### config.mk
export PLATFORM = sky130hd
export DESIGN_NAME = scan_chain_ctrl
export DESIGN_NICKNAME = d
export VERILOG_FILES = /design/src/rtl/scan_chain_ctrl.sv
export SDC_FILE = /design/constraint.sdc
export NUM_CORES = 1
export LEC_CHECK = 0
export ABC_AREA = 1
export CAP_MARGIN = 20
export CORE_MARGIN = 2
export CORE_UTILIZATION = 60
export CTS_BUF_LIST = sky130_fd_sc_hd__clkbuf_8
export DETAILED_ROUTE_END_ITERATION = 8
export GPL_ROUTABILITY_DRIVEN = 1
export PLACE_DENSITY_LB_ADDON = 0.12
export SLEW_MARGIN = 20
export SYNTH_ARGS = -nofsm -noshare
export SYNTH_HDL_FRONTEND = slang
export SYNTH_SLANG_ARGS = --single-unit
### constraint.sdc
create_clock -name clk -period 4.75 [get_ports clk]
set_clock_uncertainty 0.15 [all_clocks]
set_input_delay 1.1875 -clock clk [delete_from_list [all_inputs] [get_ports clk]]
set_output_delay 1.1875 -clock clk [all_outputs]
set_load 0.02 [all_outputs]
### src/rtl/scan_chain_ctrl.sv
// Serialises host words into the config scan chain LSB-first, reads old contents back; issues load pulses.
// Shift: rd_valid CHAIN_LEN*SHIFT_DIV+1 cycles after accept; cmd_ready low while busy. Optional parity check: SCAN_PARITY_EN.
module scan_chain_ctrl #(
  parameter int CHAIN_LEN = 8,
  parameter int SHIFT_DIV = 1
) (
  input  logic                 clk,
  input  logic                 rstn,
  input  logic                 cmd_valid_i,
  output logic                 cmd_ready_o,
  input  logic                 cmd_load_i,
  input  logic [CHAIN_LEN-1:0] cmd_data_i,
  output logic                 scan_d_o,
  output logic                 scan_en_o,
  output logic                 scan_ld_o,
  input  logic                 scan_so_i,
  output logic                 rd_valid_o,
  output logic [CHAIN_LEN-1:0] rd_data_o,
  output logic                 busy_o
`ifdef SCAN_PARITY_EN
  ,
  input  logic                 cmd_parity_i,
  output logic                 par_err_o
`endif
);

  localparam int BW = $clog2(CHAIN_LEN) + 1;
  localparam int DW = $clog2(SHIFT_DIV) + 1;
  localparam logic [BW-1:0] BIT_LAST = BW'(CHAIN_LEN - 1);
  localparam logic [DW-1:0] DIV_LAST = DW'(SHIFT_DIV - 1);

  typedef enum logic [1:0] {IDLE, SHIFT, LOAD, DONE} state_e;

  state_e               state_q, state_d;
  logic [CHAIN_LEN-1:0] tx_q, tx_d, rx_q, rx_d, rd_data_q, rd_data_d;
  logic [BW-1:0]        bit_q, bit_d;
  logic [DW-1:0]        div_q, div_d;
  logic                 shift_cmd_q, shift_cmd_d;
  logic                 scan_d_q, scan_d_d, scan_en_q, scan_en_d, scan_ld_q, scan_ld_d;
  logic                 rd_valid_q, rd_valid_d, cmd_ready_q, cmd_ready_d, busy_q, busy_d;
  logic                 hs;

  assign hs = cmd_valid_i & cmd_ready_q;

  // Outputs are registered from next-state values so they line up with the state they describe.
  always_comb begin
    state_d     = state_q;
    tx_d        = tx_q;
    rx_d        = rx_q;
    bit_d       = bit_q;
    div_d       = div_q;
    shift_cmd_d = shift_cmd_q;
    case (state_q)
      IDLE: begin
        if (hs) begin
          if (cmd_load_i) begin
            state_d     = LOAD;
            shift_cmd_d = 1'b0;
          end else begin
            state_d     = SHIFT;
            shift_cmd_d = 1'b1;
            tx_d        = cmd_data_i;
            rx_d        = '0;
            bit_d       = '0;
            div_d       = '0;
          end
        end
      end
      SHIFT: begin
        if (div_q == DIV_LAST) begin
          rx_d  = {scan_so_i, rx_q[CHAIN_LEN-1:1]};
          tx_d  = tx_q >> 1;
          div_d = '0;
          if (bit_q == BIT_LAST) state_d = DONE;
          else                   bit_d   = bit_q + BW'(1);
        end else begin
          div_d = div_q + DW'(1);
        end
      end
      LOAD:    state_d = DONE;
      default: state_d = IDLE;
    endcase

    scan_d_d    = (state_d == SHIFT) ? tx_d[0] : 1'b0;
    scan_en_d   = (state_d == SHIFT) && (div_d == DIV_LAST);
    scan_ld_d   = (state_d == LOAD);
    rd_valid_d  = (state_d == DONE) && shift_cmd_d;
    rd_data_d   = rd_valid_d ? rx_d : rd_data_q;
    cmd_ready_d = (state_d == IDLE);
    busy_d      = (state_d != IDLE);
  end

  always_ff @(posedge clk or negedge rstn) begin
    if (!rstn) begin
      state_q     <= IDLE;
      tx_q        <= '0;
      rx_q        <= '0;
      bit_q       <= '0;
      div_q       <= '0;
      shift_cmd_q <= 1'b0;
      scan_d_q    <= 1'b0;
      scan_en_q   <= 1'b0;
      scan_ld_q   <= 1'b0;
      rd_valid_q  <= 1'b0;
      rd_data_q   <= '0;
      cmd_ready_q <= 1'b1;
      busy_q      <= 1'b0;
    end else begin
      state_q     <= state_d;
      tx_q        <= tx_d;
      rx_q        <= rx_d;
      bit_q       <= bit_d;
      div_q       <= div_d;
      shift_cmd_q <= shift_cmd_d;
      scan_d_q    <= scan_d_d;
      scan_en_q   <= scan_en_d;
      scan_ld_q   <= scan_ld_d;
      rd_valid_q  <= rd_valid_d;
      rd_data_q   <= rd_data_d;
      cmd_ready_q <= cmd_ready_d;
      busy_q      <= busy_d;
    end
  end

  assign cmd_ready_o = cmd_ready_q;
  assign scan_d_o    = scan_d_q;
  assign scan_en_o   = scan_en_q;
  assign scan_ld_o   = scan_ld_q;
  assign rd_valid_o  = rd_valid_q;
  assign rd_data_o   = rd_data_q;
  assign busy_o      = busy_q;

`ifdef SCAN_PARITY_EN
  // Parity mismatch is decided at accept time and published with the readback.
  logic par_bad_q, par_bad_d, par_err_q, par_err_d;

  always_comb begin
    par_bad_d = par_bad_q;
    if (hs && !cmd_load_i) par_bad_d = (^cmd_data_i) != cmd_parity_i;
    par_err_d = rd_valid_d ? par_bad_q : par_err_q;
  end

  always_ff @(posedge clk or negedge rstn) begin
    if (!rstn) begin
      par_bad_q <= 1'b0;
      par_err_q <= 1'b0;
    end else begin
      par_bad_q <= par_bad_d;
      par_err_q <= par_err_d;
    end
  end

  assign par_err_o = par_err_q;
`endif

endmodule

# Word-level counts from Yosys, hierarchy flattened
# Cells that the tools add are included.
# Widths: inputs -> output; s select.
op_classes:
  n_reduce_logical: 8
  eq_ne: 10
  mux: 26
  n_addsub: 2
  bitwise_logic: 2
op_table:
  columns: ["operator", "n"]
  rows:
  - ["$mux 8", 6]
  - ["$pmux 8 s2", 2]
  - ["$mux 4", 4]
  - ["$mux 2", 4]
  - ["$ne 2x2->1 const B", 4]
  - ["$pmux 4 s2", 1]
  - ["$mux 1", 7]
  - ["$eq 2x2->1 const B", 3]
  - ["$pmux 2 s3", 1]
  - ["$reduce_and 5->1", 1]
  - ["$add 4x1->4 const B", 1]
  - ["$eq 2x1->1 const B", 2]
  - ["$eq 4x3->1 const B", 1]
  - ["$logic_not 2->1", 2]
  - ["$reduce_and 4->1", 1]
  - ["$reduce_bool 2->1", 2]
  - ["$logic_and 1x1->1", 2]
  - ["$pmux 1 s2", 1]
  - ["$add 1x1->1 const B", 1]
  - ["$and 1x1->1", 1]
  - ["$not 1->1", 1]
totals:
  reg_bits: 38
  elab_cells: 62

# Depth between registers and ports, before layout
# Gate-level depths: netlist of run 1.
logic_depth:
  depth_word: 6
  depth_mapped: 10
  depth_no_buf: 10

# Worst setup path after synthesis of run 1
# No wires, ideal clock.
synth_timing:
  kind: "input port to flip-flop"
  start: "input cmd_valid_i"
  end: "register bit_q[2]"
  required_time_ps: 4477
  setup_time_ps: 123
  path_slack_ps: 2590
  stages: 6
  path_buffers: 1
  arrival_time_ps: 1886
  cell_sequence: "nand2_1 > o21ai_2 > nand2_2 > buf_4 > a211oi_1 > nor2_1"
synth_between:
  elab_chain_cells: 3
synth_lines:
  columns: ["item", "line", "rtl"]
  rows:
  - ["start: declaration", "9", "input logic cmd_valid_i,"]
  - ["$and 1x1->1", "43", "assign hs = cmd_valid_i & cmd_ready_q;"]
  - ["$ne 2x2->1 (no line)", null, null]
  - ["$reduce_and 5->1 (no line)", null, null]
  - ["end signal: assignment", "112", "bit_q <= bit_d;"]
  - ["end: declaration", "36", "logic [BW-1:0] bit_q, bit_d;"]
# Every way passes these cells.
# A chain may end at the register's enable or synchronous reset.

# Worst setup path in the final report of run 1
layout_timing:
  start: "register cmd_ready_q, in the netlist cmd_ready_o"
  end: "output cmd_ready_o"
layout_lines:
  columns: ["item", "line", "rtl"]
  rows:
  - ["start: declaration", "40", "logic rd_valid_q, rd_valid_d, cmd_ready_q, cmd_ready_d, busy_q, busy_d;"]
  - ["start signal: assignment", "120", "cmd_ready_q <= cmd_ready_d;"]
  - ["end: declaration", "10", "output logic cmd_ready_o,"]
# No word-level cell between the ends.

==> impl_metrics.env, run 1 <==
export IMPL_root_buffer="clkbuf_8"
export IMPL_worstReg2RegEnd="bit_q[0]"
export IMPL_slew_violations=0
export IMPL_slew_headroom=0.6799
export IMPL_drt_iter0_drc=64
export IMPL_arrival_ns=1.47
export IMPL_worst_hold_path_type="flop to flop"
export IMPL_hold_viol_final=0
export IMPL_cp_cell_sequence="clkdlybuf4s50_1"
export IMPL_hpwl_um=2368
export IMPL_io_buffers=26
export IMPL_hold_ws_ns=0.3133
export IMPL_reg2reg_slack_ns=2.69
export IMPL_place_inst=256
export IMPL_maxCapViolations=0
export IMPL_avgSynthCellArea_um2=8.882
export IMPL_seq_power_share=0.358
export IMPL_fin_cells=263
export IMPL_cts_sinks=38
export IMPL_rsz0062_at_grt="no"
export IMPL_synthCells=202
export IMPL_drc_errors=2
export IMPL_wl_per_cell_um=12.77
export IMPL_max_vdd_ir_drop_mv=0.4077
export IMPL_critical_path_required_ns=3.41
export IMPL_globalRouteOverflowTotal=0
export IMPL_grt_start_max_net_pins=39
export IMPL_n_fill_cell=200
export IMPL_core_um2=2805
export IMPL_p_clk_frac=0.133
export IMPL_clkLatencyLatePin_ns=0.29
export IMPL_rows=19
export IMPL_status="finished, violations left"
export IMPL_p_switching_uw=662.0
export IMPL_cts_tree="yes"
export IMPL_yosysSeqAreaShare=0.5307
export IMPL_place_congestion=0.7849
export IMPL_postLayoutCoreUtil=0.7654
export IMPL_period_needed_ns=2.803
export IMPL_critPathLaunch="cmd_ready_o"
export IMPL_crit_family="buffers and inverters"
export IMPL_synth_warning_count=0
export IMPL_cts_hold_buf=0
export IMPL_swShare=0.4395
export IMPL_grtUsageTotal=0.2191
export IMPL_power_density_nw_per_um2=701.5
export IMPL_io_pins=27
export IMPL_cp_buffers_inverters=1
export IMPL_cp_endpoint="cmd_ready_o"
export IMPL_wl_um=3358
export IMPL_syn_area_um2=1794
export IMPL_worst_slew_pin_slew_ns=0.4802
export IMPL_endpoint_kind="primary output"
export IMPL_die_h_um=58.69
export IMPL_antenna_found_initial=0
export IMPL_setup_viol=0
export IMPL_clkTransAtPathRegs_ns=0.07
export IMPL_finalSetupTns_ns=0
export IMPL_path_depth=1
export IMPL_drive_gt1_frac=0.09052
export IMPL_synth_nets=220
export IMPL_criticalPathCategory="flop to primary output"
export IMPL_period_share=0.5900
export IMPL_fin_nets=250
export IMPL_start_util=0.6396
export IMPL_p_total_mw=1.506
export IMPL_crit_path_start_kind="flop"
export IMPL_antennaDiodeCount=0
export IMPL_p_leak_nw=1.040
export IMPL_reg2reg_from="state_q[1]"
export IMPL_violations="DRC"
export IMPL_area_growth_pct=19.67
export IMPL_ant_nets=0
export IMPL_dr_pass1_iters=6
export IMPL_grt_first_pass_wirelength_um=5602
export IMPL_die_w_um=58.69
export IMPL_cts_repair_resized=0
export IMPL_combPwrFrac=0.510
export IMPL_vias=1403
export IMPL_cts_made_buffers=5
export IMPL_r2r_cells=9
export IMPL_viasPerCell=5.335
export IMPL_grt_pass1_vias=1335
export IMPL_yosysUniqueCellTypes=28
export IMPL_cts_buffer_depth=2
export IMPL_cts_setup_buffers=0
export IMPL_path_max_fanout=5
export IMPL_die_area_um2=3444
export IMPL_synth_seq_cells=38
export IMPL_cts_max_level=2
export IMPL_fmax_mhz=356.8
export IMPL_critPathSlowestCell="clkdlybuf4s50_1"
export IMPL_power_internal_uw=844.2
export IMPL_slowest_delay_ns=0.61
flip-flops by register name (all words and copies together), names as in the netlist:
register and flops:
scan_d_o 1, state_q 2, scan_en_o 1, rd_valid_o 1
shift_cmd_q 1, bit_q 4, cmd_ready_o 1, busy_o 1
rd_data_o 8, scan_ld_o 1, rx_q 8, div_q 1
tx_q 8
synthesized netlist by cell type:
cell | instances | area [um^2]
a211oi_1 | 1 | 7.510
a21oi_1 | 20 | 100.1
a2bb2oi_1 | 1 | 8.760
buf_4 | 2 | 15.01
buf_6 | 1 | 11.26
clkbuf_1 | 1 | 3.750
dfrtp_1 | 37 | 925.9
dfstp_2 | 1 | 26.28
ha_1 | 5 | 62.56
inv_1 | 24 | 90.09
inv_2 | 2 | 7.510
inv_4 | 1 | 6.260
nand2_1 | 44 | 165.2
nand2_2 | 3 | 18.77
nand3_1 | 5 | 25.02
nand3_4 | 1 | 17.52
nand4_2 | 1 | 12.51
nor2_1 | 19 | 71.32
nor2_2 | 1 | 6.260
nor2_4 | 2 | 22.52
nor3_1 | 1 | 5.000
nor3_2 | 1 | 10.01
o21a_1 | 1 | 7.510
o21ai_0 | 15 | 75.07
o21ai_2 | 2 | 17.52
o21bai_1 | 8 | 60.06
o22ai_1 | 1 | 6.260
xor2_1 | 1 | 8.760
cell type report:
type                       count  area, um^2  area share
clock buffer                   5       68.82     0.03205
clock inverter                 2       7.507    0.003497
inverter                      27       103.9     0.04837
multi-input combinational    133       708.2      0.3298
sequential                    38       952.2      0.4435
tap                           31       38.79     0.01807
timing repair buffer          27       267.8      0.1247
metrics by stage:
step | setup slack, ns | instance area (um^2)
6_report | 1.947 | 2147
5_1_grt | 1.909 | 2147
4_1_cts | 1.940 | 2147
3_5_place_dp | 1.789 | 2071
3_3_place_gp | 1.869 | 2071
2_1_floorplan | 2.590 | 1794
power by group through the flow:
| stage | Sequential, mW | Combinational [mW] | Clock, mW |
|---|---|---|---|
| after floorplan | 0.592 | 0.505 | 0 |
| after global placement | 0.539 | 0.737 | 0 |
| after detailed placement | 0.544 | 0.768 | 0 |
| after CTS | 0.538 | 0.772 | 0.205 |
| after global routing | 0.552 | 0.850 | 0.219 |
| final | 0.539 | 0.768 | 0.200 |
logic make-up after synthesis:
family / synth area share
buffers and inverters: 0.07462
and+or+nand+nor: 0.1974
adders and majority gates: 0.03487
DFF: 0.5307
xor gates and xnor gates: 0.004882
AOI/OAI and AO/OA: 0.1576
metal layers:
layer / GRT usage / wire (um)
met5: 0 / 0
met4: 0.08117 / 47
met3: 0.07692 / 168
met2: 0.3628 / 1619
met1: 0.2654 / 1523
how the worst min path moves through the flow:
stage | from | to | slack (ns) | depth (start not counted)
floorplan | tx_q[0] | tx_q[0] | 0.28 | 2
global placement | tx_q[0] | tx_q[0] | 0.30 | 2
detailed placement | tx_q[0] | tx_q[0] | 0.30 | 2
CTS | tx_q[0] | tx_q[0] | 0.32 | 2
global route | tx_q[0] | tx_q[0] | 0.33 | 2
finish | tx_q[0] | tx_q[0] | 0.31 | 2
layout by cell type, fill, tap and decap left out, drive strengths merged, types with 5 or more instances in the layout:
cell           synthesis  final
nand2                 47     47
dfrtp                 37     37
inv                   27     29
clkdlybuf4s50          0     26
nor2                  22     22
a21oi                 20     20
o21ai                 17     17
o21bai                 8      8
nand3                  6      6
ha                     5      5
clkbuf                 1      5
Note: power is estimated with default switching activity, not from simulation.
==> run 2: changes to the inputs <==
--- a/config.mk
+++ b/config.mk
@@ -8,7 +8,7 @@
 export ABC_AREA = 1
 export CAP_MARGIN = 20
 export CORE_MARGIN = 2
-export CORE_UTILIZATION = 60
+export CORE_UTILIZATION = 50
 export CTS_BUF_LIST = sky130_fd_sc_hd__clkbuf_8
 export DETAILED_ROUTE_END_ITERATION = 8
 export GPL_ROUTABILITY_DRIVEN = 1
==> constraint.sdc (replaced) <==
create_clock -name clk -period 2.5 [get_ports clk]
set_clock_uncertainty 0.15 [all_clocks]
set_input_delay 0.625 -clock clk [delete_from_list [all_inputs] [get_ports clk]]
set_output_delay 0.625 -clock clk [all_outputs]
set_load 0.02 [all_outputs]
==> run 2 against run 1 <==
Clock power is 88% higher; first-iteration DRC count is 22% higher; the flow now finishes without violations; critical path depth stayed put; largest power group unchanged; count of clock-buffer cells in the layout stayed put; wire length is 1.4% higher; via count stayed put; critical path type unchanged; non-clock buffer count is 1 lower; sequential share of layout area is 0.13 points lower; total power is 89% higher; sequential power is 91% higher; cell area is 0.29% higher.
==> impl_metrics.env, run 2 (same netlist as run 1, synthesis figures left out) <==
export IMPL_status="complete, no violations"
export IMPL_placement_cell_area_um2=2077
export IMPL_cts_max_level=2
export IMPL_place_inst=270
export IMPL_power_density_nw_per_um2=1321
export IMPL_root_buffer="clkbuf_8"
export IMPL_postLayoutCoreUtil=0.6353
export IMPL_critical_path_required_ns=1.73
export IMPL_cts_setup_buffers=0
export IMPL_fin_cells=277
export IMPL_viasPerCell=5.065
export IMPL_cp_buffers_inverters=1
export IMPL_worst_hold_path_type="primary input to asynchronous set/reset pin"
export IMPL_ant_nets=0
export IMPL_globalRouteOverflowTotal=0
export IMPL_worst_slew_pin_slew_ns=0.8044
export IMPL_die_h_um=63.91
export IMPL_stdcell_area_um2=2153
export IMPL_n_fill_cell=309
export IMPL_slew_headroom=0.4637
export IMPL_r2r_cells=10
export IMPL_cts_sinks=38
export IMPL_max_vdd_ir_drop_mv=0.6826
export IMPL_maxCapViolations=0
export IMPL_crit_family="buffers and inverters"
export IMPL_slew_violations=0
export IMPL_cts_made_buffers=5
export IMPL_die_w_um=63.91
export IMPL_dp_slack_ns=0.1079
export IMPL_grt_start_max_net_pins=39
export IMPL_fin_nets=249
export IMPL_reg2reg_slack_ns=0.43
export IMPL_drt_iter0_drc=78
export IMPL_reg2reg_from="state_q[1]"
export IMPL_period_share=0.8969
export IMPL_multiInputGateArea_um2=708.2
export IMPL_area_growth_pct=20.01
export IMPL_finalSetupTns_ns=0
export IMPL_cts_buffer_depth=2
export IMPL_io_pins=27
export IMPL_vias=1403
export IMPL_cts_repair_resized=0
export IMPL_grt_first_pass_wirelength_um=5865
export IMPL_rsz0062_at_grt="no"
export IMPL_dr_pass1_iters=4
export IMPL_critPathSlowestCell="clkdlybuf4s50_1"
export IMPL_hpwl_um=2548
export IMPL_drc_errors=0
export IMPL_antennaDiodeCount=0
export IMPL_layout_commonest_cell="nand2_1"
export IMPL_core_um2=3390
export IMPL_arrival_ns=1.47
export IMPL_hold_viol_final=0
export IMPL_worstReg2RegEnd="rd_data_o[7]"
export IMPL_layout_common_cells="nand2_1 (44), dfrtp_1 (37), inv_1 (26), clkdlybuf4s50_1 (25), a21oi_1 (20)"
export IMPL_criticalPathCategory="flop to primary output"
export IMPL_wl_um=3406
export IMPL_cts_hold_buf=0
export IMPL_path_depth=1
export IMPL_period_needed_ns=2.242
export IMPL_cp_cell_sequence="clkdlybuf4s50_1"
export IMPL_endpoint_kind="primary output"
export IMPL_slowest_delay_ns=0.61
export IMPL_clkTransAtPathRegs_ns=0.07
export IMPL_grt_pass1_vias=1341
export IMPL_wl_per_cell_um=12.30
export IMPL_io_buffers=26
export IMPL_start_util=0.5293
export IMPL_setup_viol=0
export IMPL_grtUsageTotal=0.1870
export IMPL_cts_tree="yes"
export IMPL_rows=21
export IMPL_p_leak_nw=1.035
export IMPL_place_congestion=0.8436
export IMPL_timing_final_ws_setup_ns=0.2577
export IMPL_die_area_um2=4084
export IMPL_crit_path_start_kind="flop"
export IMPL_seqCellArea_um2=952.2
export IMPL_path_max_fanout=5
export IMPL_drive_gt1_frac=0.09091
export IMPL_fmax_mhz=446.0
export IMPL_clkLatencyLatePin_ns=0.28
export IMPL_antenna_found_initial=0
-- run 2: cell types whose count changed in the layout (fill, tap and decap cells not counted) --
cell             before  now
clkdlybuf4s50_1      26   25
buf_4                 1    0
buf_2                 0    1
-- run 2: metal layers --
layer	wire length [um]	up-vias	share of wire	global-route usage
met1	1488	665	0.44	0.2302
met5	0	-	0	0
met2	1722	30	0.51	0.3164
met3	144	6	0.042	0.04930
li1	-	702	-	-
met4	51	0	0.015	0.06522
-- run 2: final cells by class --
| type | instances | share of cell area |
|---|---|---|
| Clock buffer | 5 | 0.03196 |
| Timing Repair Buffer | 26 | 0.1185 |
| Tap cell | 46 | 0.02673 |
| Sequential cell | 38 | 0.4422 |
| Inverter | 27 | 0.04823 |
| Multi-Input combinational cell | 133 | 0.3289 |
| Clock inverter | 2 | 0.003486 |
-- run 2: worst max path at each step --
stage | startpoint | to | slack (ns)
finish | cmd_ready_o | cmd_ready_o | 0.26
global route | cmd_ready_o | cmd_ready_o | 0.21
CTS | cmd_ready_o | cmd_ready_o | 0.24
detailed placement | cmd_valid_i | busy_o | 0.11
global placement | cmd_valid_i | busy_o | 0.18
floorplan | state_q[1] | rd_data_o[0] | 0.79
-- run 2: where the power goes --
part	total [mW]	internal (mW)	switching (mW)	leakage (nW)
clock	0.375	0.183	0.191	0.0466
sequential	1.03	0.887	0.143	0.481
combinational	1.44	0.530	0.910	0.507
total	2.85	1.60	1.24	1.04
-- run 2: metrics by stage --
step           total power, mW  hold slack, ns
4_1_cts                  2.886          0.3108
2_1_floorplan            2.084          0.1794
5_1_grt                  3.101          0.3508
3_5_place_dp             2.495          0.3222
6_report                 2.845          0.2779
3_3_place_gp             2.434          0.2984
